$ cat src/rtl/spi_req_arbiter_if.sv
// Bundles the client request/response signals and the spi_master-facing
// serial pins of spi_req_arbiter into one port.
interface spi_req_arbiter_if #(
    parameter int NUM_REQ = 4,
    parameter int DATA_W  = 8
);
    logic [NUM_REQ-1:0]        req;
    logic [NUM_REQ*DATA_W-1:0] req_data;
    logic [NUM_REQ-1:0]        gnt;
    logic                      busy;
    logic                      done;
    logic [DATA_W-1:0]         rx_data;
    logic [2:0]                rx_id;
    logic                      m_cs_in;
    logic                      m_data_in;
    logic [DATA_W-1:0]         m_dout;

    modport slave (
        input  req, req_data, m_dout,
        output gnt, busy, done, rx_data, rx_id, m_cs_in, m_data_in
    );

    modport master (
        output req, req_data, m_dout,
        input  gnt, busy, done, rx_data, rx_id, m_cs_in, m_data_in
    );
endinterface

$ cat src/rtl/spi_req_arbiter.sv
// Shares one spi_master between NUM_REQ byte-wide requesters (round-robin).
// Define SPI_ARB_FIXED_PRIO_EN for fixed priority (lowest index wins) instead.
module spi_req_arbiter #(
    parameter int NUM_REQ      = 4,
    parameter int DATA_W       = 8,
    parameter int CLKS_PER_BIT = 2,
    parameter int GAP_CYCLES   = 2
) (
    input  logic              clk,
    input  logic              reset_n,
    spi_req_arbiter_if.slave  bus
);
    localparam int PTR_W = (NUM_REQ > 1) ? $clog2(NUM_REQ) : 1;
    localparam int CYC_W = $clog2(CLKS_PER_BIT + 1);
    localparam int BIT_W = $clog2(DATA_W + 1);
    localparam int GAP_W = $clog2(GAP_CYCLES + 1);

    typedef enum logic [1:0] {IDLE, SHIFT, CAPTURE, GAP} state_t;

    state_t             state;
    state_t             state_nxt;
    logic [DATA_W-1:0]  shift_reg;
    logic [DATA_W-1:0]  sel_data;
    logic [CYC_W-1:0]   cyc_cnt;
    logic [BIT_W-1:0]   bit_cnt;
    logic [GAP_W-1:0]   gap_cnt;
    logic               any_req;
    logic [PTR_W-1:0]   winner;
    logic               bit_last;
    logic               shift_last;
    logic               gap_last;
    logic [NUM_REQ-1:0] gnt_nxt;
    logic               cs_nxt;
    logic               data_nxt;
    logic               done_nxt;

`ifdef SPI_ARB_FIXED_PRIO_EN
    always_comb begin
        any_req = 1'b0;
        winner  = '0;
        for (int i = NUM_REQ - 1; i >= 0; i--) begin
            if (bus.req[i]) begin
                any_req = 1'b1;
                winner  = PTR_W'(i);
            end
        end
    end
`else
    logic [PTR_W-1:0] rr_ptr;

    // Scan downward from the farthest offset so the nearest set bit at or
    // after rr_ptr is the one left in winner.
    always_comb begin
        int idx;
        idx     = 0;
        any_req = 1'b0;
        winner  = '0;
        for (int i = NUM_REQ - 1; i >= 0; i--) begin
            idx = int'(rr_ptr) + i;
            if (idx >= NUM_REQ) idx = idx - NUM_REQ;
            if (bus.req[idx]) begin
                any_req = 1'b1;
                winner  = PTR_W'(idx);
            end
        end
    end

    always_ff @(posedge clk) begin
        if (!reset_n)
            rr_ptr <= '0;
        else if (state == IDLE && any_req)
            rr_ptr <= (int'(winner) == NUM_REQ - 1) ? '0 : winner + 1'b1;
    end
`endif

    assign sel_data   = bus.req_data[winner*DATA_W +: DATA_W];
    assign bit_last   = (cyc_cnt == CYC_W'(CLKS_PER_BIT - 1));
    assign shift_last = bit_last && (bit_cnt == BIT_W'(DATA_W - 1));
    assign gap_last   = (gap_cnt == GAP_W'(GAP_CYCLES - 1));
    assign bus.busy   = (state != IDLE);

    always_ff @(posedge clk) begin
        if (!reset_n) state <= IDLE;
        else          state <= state_nxt;
    end

    always_comb begin
        state_nxt = state;
        case (state)
            IDLE:    if (any_req) state_nxt = SHIFT;
            SHIFT:   if (shift_last) state_nxt = CAPTURE;
            CAPTURE: state_nxt = GAP;
            GAP:     if (gap_last) state_nxt = IDLE;
            default: state_nxt = IDLE;
        endcase
    end

    // Next values of the registered outputs; the serial pins are registered so
    // cs/data change on the same edge as gnt and each bit boundary.
    always_comb begin
        gnt_nxt  = '0;
        cs_nxt   = 1'b1;
        data_nxt = 1'b0;
        done_nxt = 1'b0;
        case (state)
            IDLE: begin
                if (any_req) begin
                    gnt_nxt[winner] = 1'b1;
                    cs_nxt          = 1'b0;
                    data_nxt        = sel_data[DATA_W-1];
                end
            end
            SHIFT: begin
                if (!shift_last) begin
                    cs_nxt   = 1'b0;
                    data_nxt = bit_last ? shift_reg[DATA_W-2] : shift_reg[DATA_W-1];
                end
            end
            CAPTURE: done_nxt = 1'b1;
            default: ;
        endcase
    end

    always_ff @(posedge clk) begin
        if (!reset_n) begin
            bus.gnt       <= '0;
            bus.m_cs_in   <= 1'b1;
            bus.m_data_in <= 1'b0;
            bus.done      <= 1'b0;
            bus.rx_data   <= '0;
            bus.rx_id     <= '0;
            shift_reg     <= '0;
            cyc_cnt       <= '0;
            bit_cnt       <= '0;
            gap_cnt       <= '0;
        end else begin
            bus.gnt       <= gnt_nxt;
            bus.m_cs_in   <= cs_nxt;
            bus.m_data_in <= data_nxt;
            bus.done      <= done_nxt;
            case (state)
                IDLE: begin
                    if (any_req) begin
                        shift_reg <= sel_data;
                        bus.rx_id <= 3'(winner);
                        cyc_cnt   <= '0;
                        bit_cnt   <= '0;
                    end
                end
                SHIFT: begin
                    if (bit_last) begin
                        cyc_cnt   <= '0;
                        bit_cnt   <= bit_cnt + 1'b1;
                        shift_reg <= shift_reg << 1;
                    end else begin
                        cyc_cnt <= cyc_cnt + 1'b1;
                    end
                end
                CAPTURE: begin
                    bus.rx_data <= bus.m_dout;
                    gap_cnt     <= '0;
                end
                GAP:     gap_cnt <= gap_cnt + 1'b1;
                default: ;
            endcase
        end
    end
endmodule

$ cat src/flat_wrapper.sv
// flat-port wrapper written by rule: the top's interface ports become plain ports
module spi_req_arbiter_flat 
#(
    parameter int NUM_REQ      = 4,
    parameter int DATA_W       = 8,
    parameter int CLKS_PER_BIT = 2,
    parameter int GAP_CYCLES   = 2
)
  (clk, reset_n, bus_req, bus_req_data, bus_m_dout, bus_gnt, bus_busy, bus_done, bus_rx_data, bus_rx_id, bus_m_cs_in, bus_m_data_in);
  spi_req_arbiter_if #(.NUM_REQ(NUM_REQ), .DATA_W(DATA_W)) bus_i ();
  input  logic clk;
  input  logic reset_n;
  input wire logic [$bits(bus_i.req)-1:0] bus_req;
  input wire logic [$bits(bus_i.req_data)-1:0] bus_req_data;
  input wire logic [$bits(bus_i.m_dout)-1:0] bus_m_dout;
  output wire logic [$bits(bus_i.gnt)-1:0] bus_gnt;
  output wire logic [$bits(bus_i.busy)-1:0] bus_busy;
  output wire logic [$bits(bus_i.done)-1:0] bus_done;
  output wire logic [$bits(bus_i.rx_data)-1:0] bus_rx_data;
  output wire logic [$bits(bus_i.rx_id)-1:0] bus_rx_id;
  output wire logic [$bits(bus_i.m_cs_in)-1:0] bus_m_cs_in;
  output wire logic [$bits(bus_i.m_data_in)-1:0] bus_m_data_in;
  assign bus_i.req = bus_req;
  assign bus_i.req_data = bus_req_data;
  assign bus_i.m_dout = bus_m_dout;
  assign bus_gnt = bus_i.gnt;
  assign bus_busy = bus_i.busy;
  assign bus_done = bus_i.done;
  assign bus_rx_data = bus_i.rx_data;
  assign bus_rx_id = bus_i.rx_id;
  assign bus_m_cs_in = bus_i.m_cs_in;
  assign bus_m_data_in = bus_i.m_data_in;
  spi_req_arbiter #(.NUM_REQ(NUM_REQ), .DATA_W(DATA_W), .CLKS_PER_BIT(CLKS_PER_BIT), .GAP_CYCLES(GAP_CYCLES)) u_core (.clk(clk), .reset_n(reset_n), .bus(bus_i));
endmodule
$ cat config.mk
export PLATFORM = sky130hd
export DESIGN_NAME = spi_req_arbiter_flat
export DESIGN_NICKNAME = d
export VERILOG_FILES = /design/src/rtl/spi_req_arbiter_if.sv /design/src/rtl/spi_req_arbiter.sv /design/src/flat_wrapper.sv
export SDC_FILE = /design/constraint.sdc
export NUM_CORES = 1
export LEC_CHECK = 0
export ABC_CLOCK_PERIOD_IN_PS = 2350
export BUFFER_PORTS_ARGS = -buffer_cell sky130_fd_sc_hd__buf_2
export CORE_AREA = 2 2 92 94
export CTS_CLUSTER_DIAMETER = 80
export DETAILED_ROUTE_END_ITERATION = 8
export DIE_AREA = 0 0 94 96
export PLACE_DENSITY = 0.56
export SYNTH_ARGS = -nofsm -noshare
export SYNTH_HDL_FRONTEND = slang
export SYNTH_SLANG_ARGS = --single-unit
$ cat constraint.sdc
create_clock -name clk -period 2.35 [get_ports clk]
set_input_delay 0.235 -clock clk [delete_from_list [all_inputs] [get_ports clk]]
set_output_delay 0.235 -clock clk [all_outputs]
set_load 0.1 [all_outputs]
=== Yosys cells after proc, flatten, opt, wreduce, memory -nomap -nowiden ===
Cells that the tools add are included.

* Logic and storage cells: 106
* Memories kept: 0
* ROM bits: 0
* Bits in latches: 0
* Register bits: 37
* Output and inout bits: 19
* RAM bits: 0
* Input bits: 46

* Mux-type cells: 49
* Multipliers: 0
* Add/subtract/negate cells: 11
* Bitwise operators: 0
* Div/mod/pow operators: 0
* Order comparisons: 10
* Reductions and logical operators: 12
* Shifts and indexed selects: 1
* Eq/ne operators: 11

{| class="wikitable"
|+ Operator list
! cell !! number
|-
| $lt 32x4->1 const B || 4
|-
| $mux 32 || 4
|-
| $ge 32x4->1 const B || 3
|-
| $sub 32x4->32 const B || 3
|-
| $shiftx 32x6->8 || 1
|-
| $mux 2 || 10
|-
| $mux 1 || 19
|-
| $mux 8 || 2
|-
| $pmux 8 s2 || 1
|-
| $reduce_and 3->1 || 3
|-
| $bmux 1 s2 || 4
|-
| $eq 2x1->1 const B || 4
|-
| $mux 4 || 2
|-
| $ne 2x1->1 const B || 4
|-
| $pmux 2 s2 || 2
|-
| $pmux 2 s4 || 1
|-
| $pmux 4 s2 || 1
|-
| $add 2x1->2 const B || 3
|-
| $add 2x2->3 const B || 2
|-
| $reduce_bool 2->1 || 3
|-
| $add 4x1->4 const B || 1
|-
| $eq 2x2->1 const B || 2
|-
| $eq 4x3->1 const B || 1
|-
| $pmux 1 s2 || 2
|-
| 9 further kinds || 12
|}

=== Logic depth before layout (Yosys ltp) ===
Gate-level depths: netlist (run 1).

* Depth after elaboration: 14
* Depth in mapped cells: 9
* Depth with buffers taken out: 7

=== Worst setup path before layout (run 1) ===
OpenSTA, ideal clock, no wires.

* Path kind: register to register
* Start point: register u_core.state[0]
* End point: register u_core.rr_ptr[0]
* Setup time: 0.133 ns
* Cell stages (with the launch flop): 7
* Arrival time: 1.830 ns
* Buffers on the path: 0
* Clock period less this slack: 1.963 ns
* Data required time: 2.217 ns
* Slack: 0.387 ns
* Cells stage by stage: dfxtp_1 -> inv_1 -> ha_1 -> inv_1 -> nor2_1 -> o21ai_0 -> a21oi_1

* Word-level cells in the longest chain between the ends: 2

{| class="wikitable"
|+ RTL lines
! element !! line !! text
|-
| from (decl) || spi_req_arbiter.sv:20 || <nowiki>state_t state;</nowiki>
|-
| from (signal assigned) || spi_req_arbiter.sv:84 || <nowiki>else state <= state_nxt;</nowiki>
|-
| $logic_not 2->1 || spi_req_arbiter.sv:71 || <nowiki>else if (state == IDLE && any_req)</nowiki>
|-
| $logic_and 1x1->1 || spi_req_arbiter.sv:71 ||
|-
| to (signal assigned) || spi_req_arbiter.sv:72 || <nowiki>rr_ptr <= (int'(winner) == NUM_REQ - 1) ? '0 : winner + 1'b1;</nowiki>
|-
| to (decl) || spi_req_arbiter.sv:49 || <nowiki>logic [PTR_W-1:0] rr_ptr;</nowiki>
|}

No other way between the ends.
A chain may end at the register's enable or synchronous reset.

=== Worst setup path after layout (run 1) ===
* Start point: register u_core.rr_ptr[1]
* End point: register u_core.shift_reg[5]

* Word-level cells in the longest chain between the ends: 13
* Elaborated cells on any way between the ends: 40
* Classes of those cells: 7 x add/sub; 4 x order compare; 1 x eq/ne; 1 x shift; 26 x mux; 1 x reduce/logical

{| class="wikitable"
|+ RTL lines
! element !! line !! text
|-
| $add 2x2->3 || spi_req_arbiter.sv:59 || <nowiki>idx = int'(rr_ptr) + i;</nowiki>
|-
| $sub 32x4->32 / $ge 32x4->1 (equally long branches) || spi_req_arbiter.sv:60 || <nowiki>if (idx >= NUM_REQ) idx = idx - NUM_REQ;</nowiki>
|-
| $mux 32 || spi_req_arbiter.sv:60 ||
|-
| $bmux 1 s2 || spi_req_arbiter.sv:61 || <nowiki>if (bus.req[idx]) begin</nowiki>
|-
| $mux 1 (not written as such) (2 in series) || spi_req_arbiter.sv:61 ||
|-
| $mux 2 (3 in series) || spi_req_arbiter.sv:61 ||
|-
| $mux 2 (*) || spi_req_arbiter.sv:61 ||
|-
| named net u_core.winner[0] || spi_req_arbiter.sv:28 || <nowiki>logic [PTR_W-1:0] winner;</nowiki>
|-
| $shiftx 32x6->8 (*) || spi_req_arbiter.sv:76 || <nowiki>assign sel_data = bus.req_data[winner*DATA_W +: DATA_W];</nowiki>
|-
| $mux 8 (*) || spi_req_arbiter.sv:143 || <nowiki>if (any_req) begin</nowiki>
|-
| $pmux 8 s2 (*) || spi_req_arbiter.sv:141 || <nowiki>case (state)</nowiki>
|-
| to (signal assigned) || spi_req_arbiter.sv:144 || <nowiki>shift_reg <= sel_data;</nowiki>
|-
| to (signal assigned) || spi_req_arbiter.sv:154 || <nowiki>shift_reg <= shift_reg << 1;</nowiki>
|-
| to (decl) || spi_req_arbiter.sv:22 || <nowiki>logic [DATA_W-1:0] shift_reg;</nowiki>
|}

The timed path passes the listed nets; every way through them passes the cells marked *. The select of a mux whose other input is x is not followed.

==> summary.txt, run 1 <==
Status
  – Status: completed

STA
  – Fin. max-slew vios: 0
  – Fin. Hold Viols: 0
  – RSZ-0062 raised after global routing: false
  – Worst-margin pin slew: 0.6604 ns
  – Total negative slack: 0 ns
  – Clk_skew: around 0.0086 ns
  – WHS: between 0.15 and 0.2 ns
  – Max Fclk: between 0.5 and 0.6 GHz
  – Tmin final: 1.989 ns
  – Slew Limit Headroom: 55.97%
  – Final Cycle Share: between 80% and 90%
  – Final setup viols: 0

Synth
  – Post-synth top cells: dfxtp_1 (37), a21oi_1 (18), nor2_1 (18)
  – Post-synth cell types: 40
  – Synthesized flop and latch total: 37
  – Cell taking the most area after synthesis: dfxtp_1
  – Area share of the largest cell type after synthesis: 38.14%
  – Cell count after synthesis: slightly above 200
  – Count of flip-flops with a built-in enable after synthesis: 0
  – Largest cells by area after synthesis: dfxtp_1 (38%), mux2_2 (8.7%), mux2i_1 (7.2%)
  – Synth async-reset ratio: 0%
  – Ys flop type: dfxtp_1
  – Post-synthesis sequential area ratio: 38.14%
  – Mapped Nets: 262
  – Count leader, synth: dfxtp_1
  – Synth Cell Area: slightly below 2000 µm²
  – Number of synthesis warnings: 0
  – Syn avg cell area: 9.472 µm²

Finish
  – Share of layout cells above drive strength 1: 36.53%
  – Area delta synth->final: 25.58%
  – Layout Nets: roughly 330
  – Fin util: 30.29%
  – Finished Layout Cells: 376
  – N_diodes: 0

Detailed routing
  – Wirelength per Cell: 11.88 µm
  – Detailed Route Iter0 Violations: 66
  – Via Count: roughly 1700
  – Avg Vias per Cell: 4.436
  – Post-DRT Antenna Nets: 0
  – Final WL: 4468 µm
  – Router iterations before antenna repair: 4
  – DRC: 0

Setup path
  – CP max stage cell: dfxtp_1
  – CP Capture Type: register
  – Slowest cell delay on critical path: 0.45 ns
  – Cell mode on critical path: nor2_1
  – Worst Path Arrival: 2.16 ns
  – Worst endpoint required time: 2.52 ns
  – Critical path peak fanout: 7
  – Type of origin of the critical path: register
  – Cell chain of the critical path: mux2i_1 -> nor2_1 -> or3_1 -> inv_2 -> nor2_1 -> a222oi_1 -> a21oi_1
  – Critical setup path kind: register to register

Floorplanning
  – Initial Utilization: approximately a quarter
  – Die X: around 94 µm
  – Cell Rows: 33
  – Core Footprint: 8051 µm²
  – Die Ht: 96 µm
  – I/O Pins: between 60 and 70
  – Die area: 9024 µm²

Global route
  – Initial antenna violation count: 0
  – Largest net degree at the start of global routing: 23
  – Grt total ovfl: 0
  – GRT Util Overall: around a tenth
  – Vias in the first global route: 1650
  – First-pass GRT wire length: 7507 µm

Clock tree
  – Clk sinks: 37
  – H-tree Lvls: 2
  – TritonCTS clock tree: done
  – Setup Buffers After CTS: 0
  – Cts hold-fix bufs: 0
  – Root Buffer: clkbuf_8
  – Num CTS Buffers: 5
  – CTS clk-pin slew, worst paths: about 0.08 ns
  – # resized after CTS: 0
  – Clk Latency, worst-skew pair: 0.29 ns
  – Clock Tree Buf Depth: 2

Placed design
  – DP Cell Count: 368
  – Port Buf Inserts: 63
  – Detailed Place HPWL: 3379 µm
  – Final GP Congestion: 0.7473

Pwr
  – Leak Pwr: 0.001074 µW
  – Sw Share: 49.29%
  – Reg power frac: 28.7%
  – Int Pwr: 1560 µW
  – Comb pwr share: 57.0%
  – Total power: around 3000 µW
  – Peak supply drop: 0.0002534 V
  – Clock share of power: 14.3%
  – Cell Pwr Density: 1261 nW/µm²
  – Switch Pwr: 1516 µW

Run
  – Max Cap Violations: 0

Hold path
  – Worst Hold Class: primary input to register
-- metal layers --
layer	part of all wire [%]	GRT usage [%]
met5	0	0
met4	1.3	3.261
met3	5.5	3.289
met2	48	17.32
met1	45	13.16
-- per-stage QoR --
stage	setup slack, ns	cell area [µm²]
after global placement	0.4400	2352
after detailed placement	0.3775	2352
final	0.3609	2439
after global routing	0.2011	2439
after CTS	0.3533	2439
after floorplan	0.3874	1942
-- final cells by class --
cell class,count,area [µm²]
inverter,10,37.54
fill,855,5613
timing repair buffer,68,352.8
multi-input combinational,148,1090
tap,105,131.4
clock inverter,3,17.52
sequential,37,740.7
clock buffer,5,68.82
-- cells in the final DEF, fill, tap and decap left out, drive strengths merged --
cell type / synthesis / routed
xor2: 2 / 2
o21ai: 10 / 10
nor3: 4 / 4
nor2b: 4 / 4
a222oi: 6 / 6
nand3: 2 / 2
mux2: 15 / 15
clkinvlp: 0 / 1
nor2: 18 / 18
nand3b: 3 / 3
conb: 1 / 1
inv: 9 / 9
dfxtp: 37 / 37
a2bb2oi: 1 / 1
nand4: 1 / 1
or4: 1 / 1
o32ai: 1 / 1
and2: 2 / 2
nor4: 1 / 1
nand2b: 5 / 5
clkinv: 1 / 3
a21boi: 1 / 1
and3: 4 / 4
buf: 7 / 68
or3: 1 / 1
nor3b: 1 / 1
o41ai: 1 / 1
clkbuf: 3 / 5
nand2: 16 / 16
mux2i: 15 / 15
a21oi: 20 / 20
a211oi: 1 / 1
ha: 11 / 11
-- kinds of logic after synthesis --
family                   Yosys count  share of synthesized area (%)
AO/OA/AOI/OAI                     41                          14.63
XOR/XNOR                           2                         0.9022
flip-flops                        37                          38.14
buffers and inverters             20                          5.734
multiplexers                      30                          17.07
adder cells (fa/ha/maj)           11                          7.088
other                              1                         0.1931
AND/OR/NAND/NOR                   63                          16.24
-- path summary, 6_finish.rpt --
check,startpoint,end,cells after the start,slack [ns]
min reg2reg,u_core.cyc_cnt[1]$_SDFFE_PN0P_,u_core.cyc_cnt[1]$_SDFFE_PN0P_,2,0.44
max,u_core.rr_ptr[1]$_SDFFE_PN0P_,u_core.shift_reg[5]$_SDFFE_PN0P_,7,0.36
min,bus_m_dout[2],u_core.bus.rx_data[2]$_SDFFE_PN0P_,3,0.17
max reg2reg,u_core.rr_ptr[1]$_SDFFE_PN0P_,u_core.shift_reg[5]$_SDFFE_PN0P_,7,0.36
-- power groups by stage --
| stage | Combinational (µW) | Sequential [µW] | Clock (µW) |
|---|---|---|---|
| floorplan | 1090 | 1310 | 0 |
| global placement | 1750 | 893 | 0 |
| detailed placement | 1770 | 898 | 0 |
| CTS | 1770 | 886 | 466 |
| global route | 1910 | 906 | 491 |
| finish | 1750 | 882 | 441 |
-- worst max-delay path, delay by kind of cell (launching register included) --
family | cells | cell delay [ns]
mux | 1 | 0.23
simple gates | 3 | 0.63
buf+inv | 1 | 0.17
flops | 1 | 0.45
compound gates | 2 | 0.39
Power figures use the tool's default switching activity.
==> run 2, diff against run 1 <==
--- a/config.mk
+++ b/config.mk
@@ -5,13 +5,13 @@
 export SDC_FILE = /design/constraint.sdc
 export NUM_CORES = 1
 export LEC_CHECK = 0
-export ABC_CLOCK_PERIOD_IN_PS = 2350
+export ABC_CLOCK_PERIOD_IN_PS = 1800
 export BUFFER_PORTS_ARGS = -buffer_cell sky130_fd_sc_hd__buf_2
 export CORE_AREA = 2 2 92 94
 export CTS_CLUSTER_DIAMETER = 80
 export DETAILED_ROUTE_END_ITERATION = 8
 export DIE_AREA = 0 0 94 96
-export PLACE_DENSITY = 0.56
+export PLACE_DENSITY = 0.58
 export SYNTH_ARGS = -nofsm -noshare
 export SYNTH_HDL_FRONTEND = slang
 export SYNTH_SLANG_ARGS = --single-unit
==> constraint.sdc (replaced) <==
create_clock -name clk -period 1.8 [get_ports clk]
set_input_delay 0.18 -clock clk [delete_from_list [all_inputs] [get_ports clk]]
set_output_delay 0.18 -clock clk [all_outputs]
set_load 0.1 [all_outputs]
==> run 2 against run 1 <==
Against the previous run:
- the flow now finishes with violations (negative setup slack)
- clock skew decreased by 0.0011 ns
- sequential cell count unchanged
- sequential share of layout area decreased by 2.9 points
- non-clock buffer count increased by 17
- critical path type unchanged
==> summary.txt, run 2 (synthesized netlist as in run 1, its figures left out) <==
Status
  – Status: finished, violations left
  – Failing checks: negative setup slack

Setup path
  – CP max stage cell: mux2_2
  – Worst endpoint required time: 1.96 ns (-0.56 ns)
  – Type of origin of the critical path: register
  – Worst Path Arrival: 2.00 ns (-0.16 ns)
  – R2R setup slack: -0.03 ns (-0.39 ns)
  – CP Capture Type: register
  – Critical path peak fanout: 5 (-2)
  – Cell chain of the critical path: inv_2 -> a21oi_4 -> a2bb2oi_4 -> clkbuf_16 -> mux2_2 -> a222oi_1 -> a21oi_1
  – Slowest cell delay on critical path: 0.34 ns (-0.11 ns)
  – Critical setup path kind: register to register

Finish
  – Most frequent cells in the layout: buf_2 (62), dfxtp_1 (35), buf_4 (19), a21oi_1 (18), nor2_1 (16)
  – Layout Nets: 344 (+5.2%)
  – Area delta synth->final: 39.63%
  – Fin util: 33.68% (+3.4 points)
  – Share of layout cells above drive strength 1: 43.40% (+6.9 points)
  – Most common cell after layout, fill and taps aside: buf_2
  – N_diodes: 0 (unchanged)
  – Finished Layout Cells: 393 (+4.5%)

Placed design
  – Detailed Place HPWL: 3423 µm (+1.3%)
  – DP Cell Count: 381 (+3.5%)
  – Final GP Congestion: 0.7154 (-4.3%)
  – Pre-CTS setup slack: -0.0008655 ns (-0.3784 ns)
  – Port Buf Inserts: 63 (unchanged)

Detailed routing
  – Wirelength per Cell: 12.11 µm (+1.9%)
  – Detailed Route Iter0 Violations: 65 (-1.5%)
  – Avg Vias per Cell: 4.486 (+1.1%)
  – Final WL: 4758 µm (+6.5%)
  – Router iterations before antenna repair: 4 (unchanged)
  – Via Count: 1763 (+5.7%)
  – DRC: 0 (unchanged)
  – Post-DRT Antenna Nets: 0 (unchanged)

Clock tree
  – H-tree Lvls: 2 (unchanged)
  – TritonCTS clock tree: done
  – Clk Latency, worst-skew pair: 0.29 ns (about the same)
  – Clock Tree Buf Depth: 2 (unchanged)
  – CTS clk-pin slew, worst paths: 0.08 ns (about the same)
  – Root Buffer: clkbuf_8
  – Clk sinks: 37 (unchanged)
  – Num CTS Buffers: 5 (unchanged)

Floorplanning
  – Cell Rows: 33 (unchanged)
  – Die Ht: 96 µm (unchanged)
  – Core Footprint: 8051 µm² (unchanged)
  – Die X: 94 µm (unchanged)
  – I/O Pins: 65 (unchanged)
  – Die area: 9024 µm² (unchanged)
  – Initial Utilization: 24.12% (unchanged)

STA
  – Slew Limit Headroom: 55.69% (-0.29 points)
  – Final Cycle Share: 101.7% (+17 points)
  – Total negative slack: -0.04542 ns (-0.04542 ns)
  – RSZ-0062 raised after global routing: true
  – Tmin final: 1.831 ns (-0.1586 ns)
  – Fin. max-slew vios: 0 (unchanged)
  – PnR worst setup slack: -0.03052 ns (-0.3914 ns)
  – Final setup viols: 2 (+2)
  – Fin. Hold Viols: 0 (unchanged)
  – Worst-margin pin slew: 0.6647 ns (+0.004285 ns)
  – Max Fclk: 0.5463 GHz (+8.7%)
  – Clk_skew: 0.007495 ns (-0.001110 ns)

Global route
  – First-pass GRT wire length: 7527 µm (+0.27%)
  – Largest net degree at the start of global routing: 22 (-4.3%)
  – Initial antenna violation count: 0 (unchanged)
  – Grt total ovfl: 0 (unchanged)
  – Vias in the first global route: 1625 (-1.5%)
  – GRT Util Overall: 10.59% (+0.072 points)

Hold path
  – Worst Hold Class: primary input to register

Run
  – Max Cap Violations: 0 (unchanged)

Pwr
  – Leak Pwr: 0.001212 µW (+13%)
  – Peak supply drop: 0.0003896 V (+54%)
  – Cell Pwr Density: 1700 nW/µm² (+35%)
  – Total power: 4608 µW (+50%)
[run 2: cell count changes in the layout (fill, tap and decap cells not counted), sizes merged]
cell / before / now
clkbuf: 5 / 9
clkinv: 3 / 2
buf: 68 / 83
inv: 9 / 8
[run 2: power by group]
group	switching (µW)	internal (µW)	total (µW)
Sequential	115	1040	1150
Clock	299	346	645
Combinational	1710	1100	2810
Total	2120	2490	4610
[run 2: worst max-delay path, delay by kind of cell (launching register included)]
| kind | cells | cell delay [ns] |
|---|---|---|
| AO/OA/AOI/OAI | 4 | 0.77 |
| flip-flops | 1 | 0.33 |
| buffers and inverters | 2 | 0.25 |
| multiplexers | 1 | 0.34 |
[run 2: stage by stage]
step | hold slack [ns] | instance area, µm²
after CTS | 0.1149 | 2597
final | 0.1236 | 2711
after floorplan | 0.3275 | 1954
after global placement | 0.4166 | 2490
after detailed placement | 0.4232 | 2490
after global routing | 0.1216 | 2711
[run 2: final timing paths]
| check | from | endpoint | cells after the start |
|---|---|---|---|
| max | u_core.rr_ptr[0]$_SDFFE_PN0P_ | u_core.shift_reg[6]$_SDFFE_PN0P_ | 7 |
| min | bus_m_dout[7] | u_core.bus.rx_data[7]$_SDFFE_PN0P_ | 3 |
| min reg2reg | u_core.cyc_cnt[1]$_SDFFE_PN0P_ | u_core.cyc_cnt[1]$_SDFFE_PN0P_ | 2 |
| max reg2reg | u_core.rr_ptr[0]$_SDFFE_PN0P_ | u_core.shift_reg[6]$_SDFFE_PN0P_ | 7 |
[run 2: timing repair]
action	CTS	global route
gates resized for setup	2	12
setup buffers	0	2
pin swaps	1	10
hold buffers	0	0
endpoints found under the setup margin	6	12
gates cloned	0	2
[run 2: routing by layer]
layer | part of all wire [%] | global-route usage, % | vias to the layer above
met5 | 0 | 0 | -
met4 | 1.6 | 3.865 | 0
met3 | 5.4 | 3.367 | 8
met2 | 48 | 17.56 | 38
met1 | 45 | 12.91 | 834
li1 | - | - | 883
[run 2: cell type report]
cell class / instances / area, µm²
tap: 105 / 131.4
fill: 843 / 5340
sequential: 37 / 745.7
inverter: 10 / 43.79
clock buffer: 7 / 96.34
multi-input combinational: 148 / 1146
timing repair buffer: 85 / 543.0
clock inverter: 1 / 5.005
==> run 3, diff against run 2 <==
--- a/config.mk
+++ b/config.mk
@@ -12,6 +12,7 @@
 export DETAILED_ROUTE_END_ITERATION = 8
 export DIE_AREA = 0 0 94 96
 export PLACE_DENSITY = 0.58
+export RECOVER_POWER = 100
 export SYNTH_ARGS = -nofsm -noshare
 export SYNTH_HDL_FRONTEND = slang
 export SYNTH_SLANG_ARGS = --single-unit
==> run 3 against run 2 <==
Against the previous run:
- the flow still finishes with violations (negative setup slack)
- clock power is essentially flat
- total power shrank 1.2%
- critical endpoint unchanged
- setup slack lost 0.015 ns
- routed wire length shrank 0.19%
- register-to-register slack lost 0.02 ns
- via count grew 0.34%
- cell count is the same
- hold slack is essentially flat
- largest cell class unchanged
- utilization shrank 0.20 points
- non-clock buffer count is the same
- cell area shrank 0.60%
==> summary.txt, run 3 (synthesized netlist as in run 1, its figures left out) <==
Floorplanning
  – I/O Pins: 65 (unchanged)
  – Die Ht: 96 µm (unchanged)
  – Core Footprint: 8051 µm² (unchanged)
  – Cell Rows: 33 (unchanged)
  – Die X: 94 µm (unchanged)
  – Initial Utilization: 24.12% (unchanged)
  – Die area: 9024 µm² (unchanged)

Pwr
  – Leak Pwr: 0.001195 µW (-1.4%)
  – Peak supply drop: 0.0003773 V (-3.2%)
  – Total power: 4553 µW (-1.2%)
  – Cell Pwr Density: 1689 nW/µm² (-0.60%)

Setup path
  – CP top delay family: compound AO/OA/AOI/OAI gates
  – Type of origin of the critical path: register
  – Critical setup path kind: register to register
  – Worst endpoint required time: 1.96 ns (about the same)
  – CP max stage cell: dfxtp_2
  – CP bufs+invs: 2 (unchanged)
  – Worst Path Arrival: 2.01 ns (about the same)
  – Critical path peak fanout: 5 (unchanged)
  – Slowest cell delay on critical path: 0.33 ns (about the same)
  – Cell chain of the critical path: inv_2 -> a21oi_4 -> a2bb2oi_4 -> clkbuf_16 -> mux2_2 -> a222oi_1 -> a21oi_1
  – CP Capture Type: register

STA
  – Fin. max-slew vios: 0 (unchanged)
  – Final Cycle Share: 102.5% (+0.85 points)
  – PnR worst setup slack: -0.04578 ns (-0.01526 ns)
  – Clk_skew: 0.007567 ns (+0.00007186 ns)
  – Max Fclk: 0.5418 GHz (-0.83%)
  – Final setup viols: 2 (unchanged)
  – Worst-margin pin slew: 0.6672 ns (+0.002520 ns)
  – Total negative slack: -0.05635 ns (-0.01093 ns)
  – Tmin final: 1.846 ns (+0.01526 ns)
  – RSZ-0062 raised after global routing: true
  – Slew Limit Headroom: 55.52% (-0.17 points)
  – Fin. Hold Viols: 0 (unchanged)

Placed design
  – Final GP Congestion: 0.7154 (unchanged)
  – Placed Instance Area: 2490 µm² (unchanged)
  – DP Cell Count: 381 (unchanged)
  – Detailed Place HPWL: 3423 µm (unchanged)
  – Port Buf Inserts: 63 (unchanged)

Finish
  – Fin util: 33.47% (-0.20 points)
  – Most common cell after layout, fill and taps aside: buf_2
  – Area delta synth->final: 38.79%
  – Share of layout cells above drive strength 1: 42.71% (-0.69 points)
  – Finished Layout Cells: 393 (unchanged)
  – # fillers: 846 (+0.36%)
  – Layout Nets: 344 (unchanged)
  – N_diodes: 0 (unchanged)
  – Design Area, Final: 2695 µm² (-0.60%)
  – Most frequent cells in the layout: buf_2 (45), dfxtp_1 (35), a21oi_1 (18), buf_4 (18), clkbuf_2 (17)

Global route
  – Vias in the first global route: 1625 (unchanged)
  – GRT Util Overall: 10.59% (unchanged)
  – Initial antenna violation count: 0 (unchanged)
  – Largest net degree at the start of global routing: 22 (unchanged)
  – Grt total ovfl: 0 (unchanged)
  – First-pass GRT wire length: 7527 µm (unchanged)

Status
  – Failing checks: negative setup slack
  – Status: finished, violations left

Detailed routing
  – Final WL: 4749 µm (-0.19%)
  – Wirelength per Cell: 12.08 µm (-0.19%)
  – Via Count: 1769 (+0.34%)
  – DRC: 0 (unchanged)
  – Router iterations before antenna repair: 4 (unchanged)
  – Avg Vias per Cell: 4.501 (+0.34%)
  – Detailed Route Iter0 Violations: 54 (-17%)
  – Post-DRT Antenna Nets: 0 (unchanged)

Clock tree
  – Num CTS Buffers: 5 (unchanged)
  – Clock Tree Buf Depth: 2 (unchanged)
  – H-tree Lvls: 2 (unchanged)
  – Clk Latency, worst-skew pair: 0.29 ns (about the same)
  – TritonCTS clock tree: done
  – CTS clk-pin slew, worst paths: 0.08 ns (about the same)
  – Root Buffer: clkbuf_8
  – Clk sinks: 37 (unchanged)

Hold path
  – Worst Hold Class: primary input to register

Run
  – Max Cap Violations: 0 (unchanged)
run 3: cell type report:
cell class | instances | area (µm²) | share of cell area [%]
repair buffers | 85 | 539.3 | 20.01
clock buffers | 7 | 96.34 | 3.575
multi-input cells | 148 | 1134 | 42.06
flip-flops and latches | 37 | 745.7 | 27.67
inverters | 10 | 43.79 | 1.625
clock inverters | 1 | 5.005 | 0.1857
well taps | 105 | 131.4 | 4.875
run 3: path summary, 6_finish.rpt:
check | slack [ns] | endpoint | start | cells past startpoint
worst min-delay path | 0.12 | u_core.bus.rx_data[7]$_SDFFE_PN0P_ | bus_m_dout[7] | 3
worst max register to register | -0.05 | u_core.shift_reg[6]$_SDFFE_PN0P_ | u_core.rr_ptr[0]$_SDFFE_PN0P_ | 7
worst max-delay path | -0.05 | u_core.shift_reg[6]$_SDFFE_PN0P_ | u_core.rr_ptr[0]$_SDFFE_PN0P_ | 7
worst min register to register | 0.44 | u_core.cyc_cnt[1]$_SDFFE_PN0P_ | u_core.cyc_cnt[1]$_SDFFE_PN0P_ | 2
run 3: power breakdown:
group	switching (µW)	total [µW]	internal, µW
clock	301	647	346
sequential	117	1160	1040
combinational	1690	2750	1060
run 3: worst register-to-register path: cells and delay by family, from the launching register on:
family          cells  cell delay (ns)
flops               1             0.33
mux                 1             0.34
buf+inv             2             0.25
compound gates      4             0.80
run 3: stage by stage:
step | hold slack, ns | worst slack [ns]
after floorplan | 0.3275 | -0.004547
after global placement | 0.4166 | 0.02791
after detailed placement | 0.4232 | -0.0008655
after CTS | 0.1149 | -0.003537
after global routing | 0.1216 | -0.1023
final | 0.1238 | -0.04578
run 3: layer usage:
| metal | routed length [µm] | vias up | track usage, % |
|---|---|---|---|
| li1 | - | 881 | - |
| met1 | 2072 | 841 | 12.91 |
| met2 | 2323 | 39 | 17.56 |
| met3 | 279 | 8 | 3.367 |
| met4 | 74 | 0 | 3.865 |
| met5 | 0 | - | 0 |
run 3: timing repair:
item                                    4_1_cts  5_1_grt
pin swaps                                     1       10
gates cloned                                  0        2
resized for setup                             2       12
buffers inserted                              0        2
endpoints found under the setup margin        6       12
hold buffers                                  0        0
endpoints found under the hold margin         0        0
